$ cat src/rtl/seg7_scan_4.sv
// seg7_scan_4
// Multiplexed 4-digit 7-segment display driver. The four BCD digits take turns
// on one shared segment bus. Each digit slot lasts REFRESH_DIV clocks. The
// first GUARD clocks of every slot keep all anodes off, which suppresses
// ghosting. The digits and decimal points are captured once per frame, so a
// carry in the upstream counter during a scan cannot tear the displayed value.
//
// Ports:
//   clk          system clock
//   rst_n        synchronous active-low reset
//   enable       1 = scan, 0 = freeze scan position and blank the display
//   s1000..s1    BCD digits for slots 3..0
//   blank_lz     1 = blank leading zeros in slots 3..1
//   dp_en        decimal-point enable, bit n belongs to slot n
//   an           anode enables, bit n selects slot n
//   seg          segments {g,f,e,d,c,b,a}
//   dp           decimal point
//   frame_start  one-cycle pulse after each snapshot load
module seg7_scan_4 #(
    parameter int REFRESH_DIV    = 50000,
    parameter int GUARD          = 16,
    parameter int SEG_ACTIVE_LOW = 1,
    parameter int AN_ACTIVE_LOW  = 1
) (
    input  logic       clk,
    input  logic       rst_n,
    input  logic       enable,
    input  logic [3:0] s1000,
    input  logic [3:0] s100,
    input  logic [3:0] s10,
    input  logic [3:0] s1,
    input  logic       blank_lz,
    input  logic [3:0] dp_en,
    output logic [3:0] an,
    output logic [6:0] seg,
    output logic       dp,
    output logic       frame_start
);

    localparam int CW = $clog2(REFRESH_DIV);
    localparam logic [CW-1:0] LAST_CNT  = CW'(REFRESH_DIV - 1);
    localparam logic [CW-1:0] GUARD_CNT = CW'(GUARD);

    logic [CW-1:0] cnt;
    logic [1:0]    idx;
    logic [3:0]    snap3, snap2, snap1, snap0;
    logic [3:0]    snap_dp;
    logic          first;

    logic [3:0]    an_q;
    logic [6:0]    seg_q;
    logic          dp_q;

    logic          slot_end;
    logic          load;
    logic          in_guard;
    logic          blanked;
    logic [3:0]    cur_digit;
    logic [3:0]    an_next;
    logic [6:0]    seg_next;
    logic          dp_next;

    // Active-high segment pattern {g,f,e,d,c,b,a}; non-BCD codes show a dash.
    function automatic logic [6:0] decode_digit(input logic [3:0] d);
        case (d)
            4'd0:    return 7'b0111111;
            4'd1:    return 7'b0000110;
            4'd2:    return 7'b1011011;
            4'd3:    return 7'b1001111;
            4'd4:    return 7'b1100110;
            4'd5:    return 7'b1101101;
            4'd6:    return 7'b1111101;
            4'd7:    return 7'b0000111;
            4'd8:    return 7'b1111111;
            4'd9:    return 7'b1101111;
            default: return 7'b1000000;
        endcase
    endfunction

    // Next-output and snapshot-load decisions, all from the state before the edge.
    // A slot is blanked only if it and every higher slot hold zero, so a
    // non-BCD code in a higher slot keeps the lower zeros visible.
    always_comb begin
        slot_end  = (cnt == LAST_CNT);
        load      = first || (slot_end && (idx == 2'd3));
        in_guard  = (cnt < GUARD_CNT);
        cur_digit = snap0;
        blanked   = 1'b0;
        case (idx)
            2'd0: begin
                cur_digit = snap0;
                blanked   = 1'b0;
            end
            2'd1: begin
                cur_digit = snap1;
                blanked   = blank_lz && (snap3 == 4'd0) && (snap2 == 4'd0) && (snap1 == 4'd0);
            end
            2'd2: begin
                cur_digit = snap2;
                blanked   = blank_lz && (snap3 == 4'd0) && (snap2 == 4'd0);
            end
            default: begin
                cur_digit = snap3;
                blanked   = blank_lz && (snap3 == 4'd0);
            end
        endcase

        an_next  = 4'b0000;
        seg_next = 7'b0000000;
        dp_next  = 1'b0;
        if (!in_guard) begin
            an_next  = 4'b0001 << idx;
            seg_next = blanked ? 7'b0000000 : decode_digit(cur_digit);
            dp_next  = snap_dp[idx];
        end
    end

    // Scan position, snapshot and registered outputs. While disabled the scan
    // position and snapshot hold and the outputs go dark.
    always_ff @(posedge clk) begin
        if (!rst_n) begin
            cnt         <= '0;
            idx         <= 2'd0;
            snap3       <= 4'd0;
            snap2       <= 4'd0;
            snap1       <= 4'd0;
            snap0       <= 4'd0;
            snap_dp     <= 4'd0;
            first       <= 1'b1;
            an_q        <= 4'b0000;
            seg_q       <= 7'b0000000;
            dp_q        <= 1'b0;
            frame_start <= 1'b0;
        end else if (enable) begin
            an_q        <= an_next;
            seg_q       <= seg_next;
            dp_q        <= dp_next;
            frame_start <= load;
            if (slot_end) begin
                cnt <= '0;
                idx <= idx + 2'd1;
            end else begin
                cnt <= cnt + 1'b1;
            end
            if (load) begin
                snap3   <= s1000;
                snap2   <= s100;
                snap1   <= s10;
                snap0   <= s1;
                snap_dp <= dp_en;
                first   <= 1'b0;
            end
        end else begin
            an_q        <= 4'b0000;
            seg_q       <= 7'b0000000;
            dp_q        <= 1'b0;
            frame_start <= 1'b0;
        end
    end

    // Polarity applies only at the pins.
    assign an  = (AN_ACTIVE_LOW  != 0) ? ~an_q  : an_q;
    assign seg = (SEG_ACTIVE_LOW != 0) ? ~seg_q : seg_q;
    assign dp  = (SEG_ACTIVE_LOW != 0) ? ~dp_q  : dp_q;

endmodule
$ cat config.mk
export PLATFORM = sky130hd
export DESIGN_NAME = seg7_scan_4
export DESIGN_NICKNAME = d
export VERILOG_FILES = /design/src/rtl/seg7_scan_4.sv
export SDC_FILE = /design/constraint.sdc
export NUM_CORES = 1
export LEC_CHECK = 0
export BUFFER_PORTS_ARGS = -buffer_cell sky130_fd_sc_hd__buf_2
export CAP_MARGIN = 0
export CORE_ASPECT_RATIO = 0.9
export CORE_MARGIN = 1
export CORE_UTILIZATION = 60
export CTS_CLUSTER_SIZE = 25
export DETAILED_ROUTE_END_ITERATION = 7
export PLACE_DENSITY = 0.84
export SYNTH_ARGS = -nofsm -noshare
export SYNTH_HDL_FRONTEND = slang
export SYNTH_SLANG_ARGS = --single-unit
$ cat constraint.sdc
create_clock -name clk -period 5.6 [get_ports clk]
set_input_delay 1.12 -clock clk [delete_from_list [all_inputs] [get_ports clk]]
set_output_delay 1.12 -clock clk [all_outputs]
set_load 0.005 [all_outputs]
# Word level (Yosys, flattened, before mapping)
# Memories as Yosys holds them, arrays and structs flattened. A register that Yosys moved wholly into a read port is not among the register bits.
# Cells that the tools add are included.
# word_totals
register_bits	45
romBits	112
inputBits	24
output_inout_bits	13
wordCells	45
n_memories	1
# classes
add_sub_neg	2
magnitude_cmp	2
n_eq_ne	4
shifts	1
n_mux	5
n_bitwise	5
reduce_logical	14
# memory_table
name	depth	word_bits	read_ports	rd_clocked_by_memory_dff	wr	line	rtl
(name not given)	16	7	1	1	0	65	case (d)
# ops
operator	count
adder 16 x 1 -> 16 bit (second input constant)	1
equality test 16 bit (second input constant)	1
< comparator 16 x 5 -> 1 bit (second input constant)	1
2-to-1 mux 16 bit	1
zero test 4 bit	3
one-hot mux 4 bit (3 select lines)	1
NOT 7 bit	1
AND reduction 2 bit	3
equality test 2 bit (second input constant)	2
logical AND 1 bit	4
NOT 4 bit	1
OR reduction 4 bit	1
left shift 1 x 2 -> 4 bit (first input constant)	1
< comparator 2 x 3 -> 1 bit (second input constant)	1
NOT 1 bit	3
one-hot mux 1 bit (3 select lines)	1
OR reduction 3 bit	1
adder 2 x 1 -> 2 bit (second input constant)	1
binary-select mux 1 bit (select 2 bit)	1
equality test 2 x 1 -> 1 bit (second input constant)	1
zero test 2 bit	1
logical OR 1 bit	1
2-to-1 mux 1 bit	1

# Logic depth before layout (Yosys ltp)
# depth
word_depth	6
depth_mapped	9
depth_no_buf	9

# Worst setup path after synthesis
# OpenSTA, ideal clock, no wires.
# synth_path
path_kind	reg2reg
start	register idx[0]
end	register seg_q[1]
setup_time_ns	0.131
t_arrival_ns	1.980
required_time_ns	5.469
slack_ns	3.489
stages_incl_launch_ff	10
path_buffers	0
path_cell_list	dfxtp_1 -> inv_1 -> ha_1 -> a222oi_1 -> mux2i_1 -> ha_1 -> inv_1 -> o21a_1 -> nor2_1 -> nor2_1
# synth_via
elab_chain_len	3
# synth_lines
element	line	rtl
start, declared	45	logic [1:0] idx;
start signal, assigned	141	idx <= idx + 2'd1;
equality test 2 bit (tied with other cells)	89	case (idx)
one-hot mux 1 bit (3 select lines)	89	
OR reduction 4 bit (no line)	--	
end, declared	51	logic [6:0] seg_q;
# Several ways; a longest one is shown, not always the timed one.
# A chain may end at the register's enable or synchronous reset.

# Worst setup path in the final report
# Ends and elaborated chain as after synthesis.

==> flow_summary.json <==
{
  "critPathKind": "reg -> reg",
  "gp_congestion": 0.833,
  "critPathArrivalTime_ns": 2.67,
  "clock_skew_ns": 0.00374,
  "grt_overflow": 0,
  "rsz0062_at_grt": "false",
  "syn-cell-area_mm2": 0.00238,
  "r2r_start": "idx[0]$_SDFFE_PN0P_",
  "drive_gt1_share_pct": 15.7,
  "row_count": 21,
  "power_density_mw_per_mm2": 247,
  "fin_crit_ns": 2.49,
  "rr_endpoint": "seg_q[1]$_SDFF_PP0_",
  "synth_top_area_share_pct": 43.7,
  "firstDrtPassIters": 5,
  "ys_top_cells_by_area": "dfxtp_1 44%, nand3_1 6.5%, ha_1 6.3%, nand2_1 5.7%, o21ai_1 4.4%",
  "num_vias": 1971,
  "crit_required_ns": 5.78,
  "wl_per_cell_um": 12.0,
  "hold_violations": 0,
  "worst-r2r-cell-count": 9,
  "drcViolationCount": 0,
  "dr.first_iter.drc_count": 199,
  "clock_sinks": 52,
  "finalNetCount": 354,
  "dp_hpwl_um": 3150,
  "port_buffers": 36,
  "fillerInstances": 314,
  "worstMarginPinSlew_ns": 0.677,
  "grt_pass1_wl_um": 7360,
  "die_w_um": 68.4,
  "grt_pass1_vias": 1643,
  "fin_util_pct": 70.9,
  "ir_drop_mv": 0.172,
  "cp-start-kind": "register",
  "min_to": "snap_dp[0]$_SDFFE_PN0P_",
  "coreArea_mm2": 0.00376,
  "yosys_most_used_dff": "dfxtp_1",
  "p_leak_nw": 1.05,
  "antenna_found_initial": 0,
  "synth_warnings": 0,
  "grtUsageTotal_pct": 24.0,
  "finalMaxSlewViolations": 0,
  "setup_tns_ns": 0,
  "synthArstFlopShare_pct": 0,
  "synthToLayoutAreaGrowth_pct": 11.9,
  "post_cts_resized": 0,
  "cts_buffers": 5,
  "post_cts_buffers": 0,
  "holdBufCountCts": 0,
  "initial_core_util_pct": 63.4,
  "fin_area_mm2": 0.00267,
  "worstSetupEndpointType": "register",
  "cts_tree": "done",
  "n_antenna_cell": 0,
  "via_per_inst": 5.40,
  "hp-class": "reg -> reg",
  "placed_cell_area_mm2": 0.00257,
  "syn_area_per_cell_um2": 8.30,
  "insertion_delay_ns": 0.30,
  "ys_seq_elements": 52,
  "htree_levels": 2,
  "drtAntennaViolNets": 0,
  "status": "completed",
  "ioPinCount": 37,
  "synth.net_count": 323,
  "clockRootBuffer": "clkbuf_8",
  "routed_wl_um": 4390,
  "path_max_fanout": 8,
  "synth_top_cell_by_area": "dfxtp_1",
  "r2r_slack_ns": 3.11,
  "grt_max_degree": 46,
  "slew_headroom_pct": 54.9,
  "maxCapViolCount": 0,
  "cts_buffer_depth": 2,
  "syn_inst": 287,
  "die-area_mm2": 0.00422,
  "post-route-period-util_pct": 44.4,
  "path_clk_slew_ns": 0.08,
  "whs_path_depth": 2,
  "synth-edff-count": 0,
  "finalSetupViolCount": 0,
  "synth.distinct_cells": 42,
  "ys_seq_area_share_pct": 43.7,
  "min-delay-start": "snap_dp[0]$_SDFFE_PN0P_",
  "clock.fmax_mhz": 402,
  "die_h_um": 61.8
}
==> worst max-delay path, cell delays in order (launching register included) <==
cell      delay, ns
dfxtp_1        0.54
inv_1          0.17
ha_1           0.28
a222oi_1       0.39
mux2i_1        0.26
ha_1           0.34
inv_1          0.04
o21a_1         0.19
nor2_1         0.10
nor2_1         0.04
==> synthesized netlist by cell type (4+ instances only) <==
cell / number
a21oi_1: 12
buf_1: 4
clkbuf_1: 4
dfxtp_1: 52
ha_1: 12
inv_1: 21
mux2i_1: 4
nand2_1: 36
nand3_1: 31
nand4_1: 5
nor2_1: 25
nor3_1: 6
o21ai_1: 21
xor2_1: 11
==> final cells by class <==
| cell class | count | area (um^2) | share of cell area (%) |
|---|---|---|---|
| clock buffers | 8 | 90.1 | 3.38 |
| inverters | 21 | 78.8 | 2.96 |
| multi-input cells | 201 | 1210 | 45.4 |
| flip-flops and latches | 52 | 1040 | 39.1 |
| well taps | 46 | 57.6 | 2.16 |
| repair buffers | 37 | 188 | 7.04 |
==> where the power goes <==
group / switching [W] / internal [W]
registers: 0.00000825 / 0.000381
clock network: 0.000110 / 0.000101
logic: 0.0000344 / 0.0000237
==> state kept, by name, summed over array words and instances, names as in the netlist <==
name	cells
seg_q	7
frame_start	1
an_q	4
snap0	4
dp_q	1
first	1
snap3	4
cnt	16
snap2	4
snap1	4
snap_dp	4
idx	2
==> stage by stage <==
| step | std cells | power [W] | setup WS, ns | hold slack [ns] |
|---|---|---|---|---|
| 2_1_floorplan | 287 | 0.000437 | 3.49 | 0.433 |
| 3_3_place_gp | 357 | 0.000452 | 3.09 | 0.447 |
| 3_5_place_dp | 357 | 0.000455 | 3.03 | 0.450 |
| 4_1_cts | 365 | 0.000665 | 3.12 | 0.462 |
| 5_1_grt | 365 | 0.000693 | 2.89 | 0.481 |
| 6_report | 365 | 0.000658 | 3.11 | 0.460 |
==> cell families after synthesis <==
kind of cell | count (synthesis) | share of synthesized area (%)
simple gates | 121 | 24.4
flops | 52 | 43.7
compound gates | 48 | 11.6
buf+inv | 34 | 5.73
xor+xnor | 14 | 5.15
fa+ha+maj | 12 | 6.31
mux | 6 | 3.10
==> how the worst max path moves through the flow <==
stage	startpoint	to	slack, ns	cells past startpoint
global placement	rst_n	seg_q[3]$_SDFF_PP0_	3.09	5
floorplan	idx[0]$_SDFFE_PN0P_	seg_q[1]$_SDFF_PP0_	3.49	9
global route	idx[0]$_SDFFE_PN0P_	seg_q[3]$_SDFF_PP0_	2.89	8
CTS	idx[0]$_SDFFE_PN0P_	seg_q[1]$_SDFF_PP0_	3.12	9
detailed placement	rst_n	seg_q[3]$_SDFF_PP0_	3.03	5
finish	idx[0]$_SDFFE_PN0P_	seg_q[1]$_SDFF_PP0_	3.11	9
==> layout by cell type, fill, tap and decap left out, types with 11 or more instances in the layout <==
cell / instances
dfxtp_1: 52
nand2_1: 36
buf_2: 36
nor2_1: 25
xor2_1: 11
inv_1: 21
nand3_1: 31
ha_1: 12
a21oi_1: 12
o21ai_1: 21
==> metal layers <==
layer | up-vias | track usage, % | share of wire [%]
li1 | 1036 | - | -
met1 | 879 | 33.5 | 48
met2 | 52 | 35.3 | 45
met3 | 4 | 8.03 | 5.5
met4 | 0 | 6.85 | 0.66
met5 | - | 0 | 0
Power figures use the tool's default switching activity.
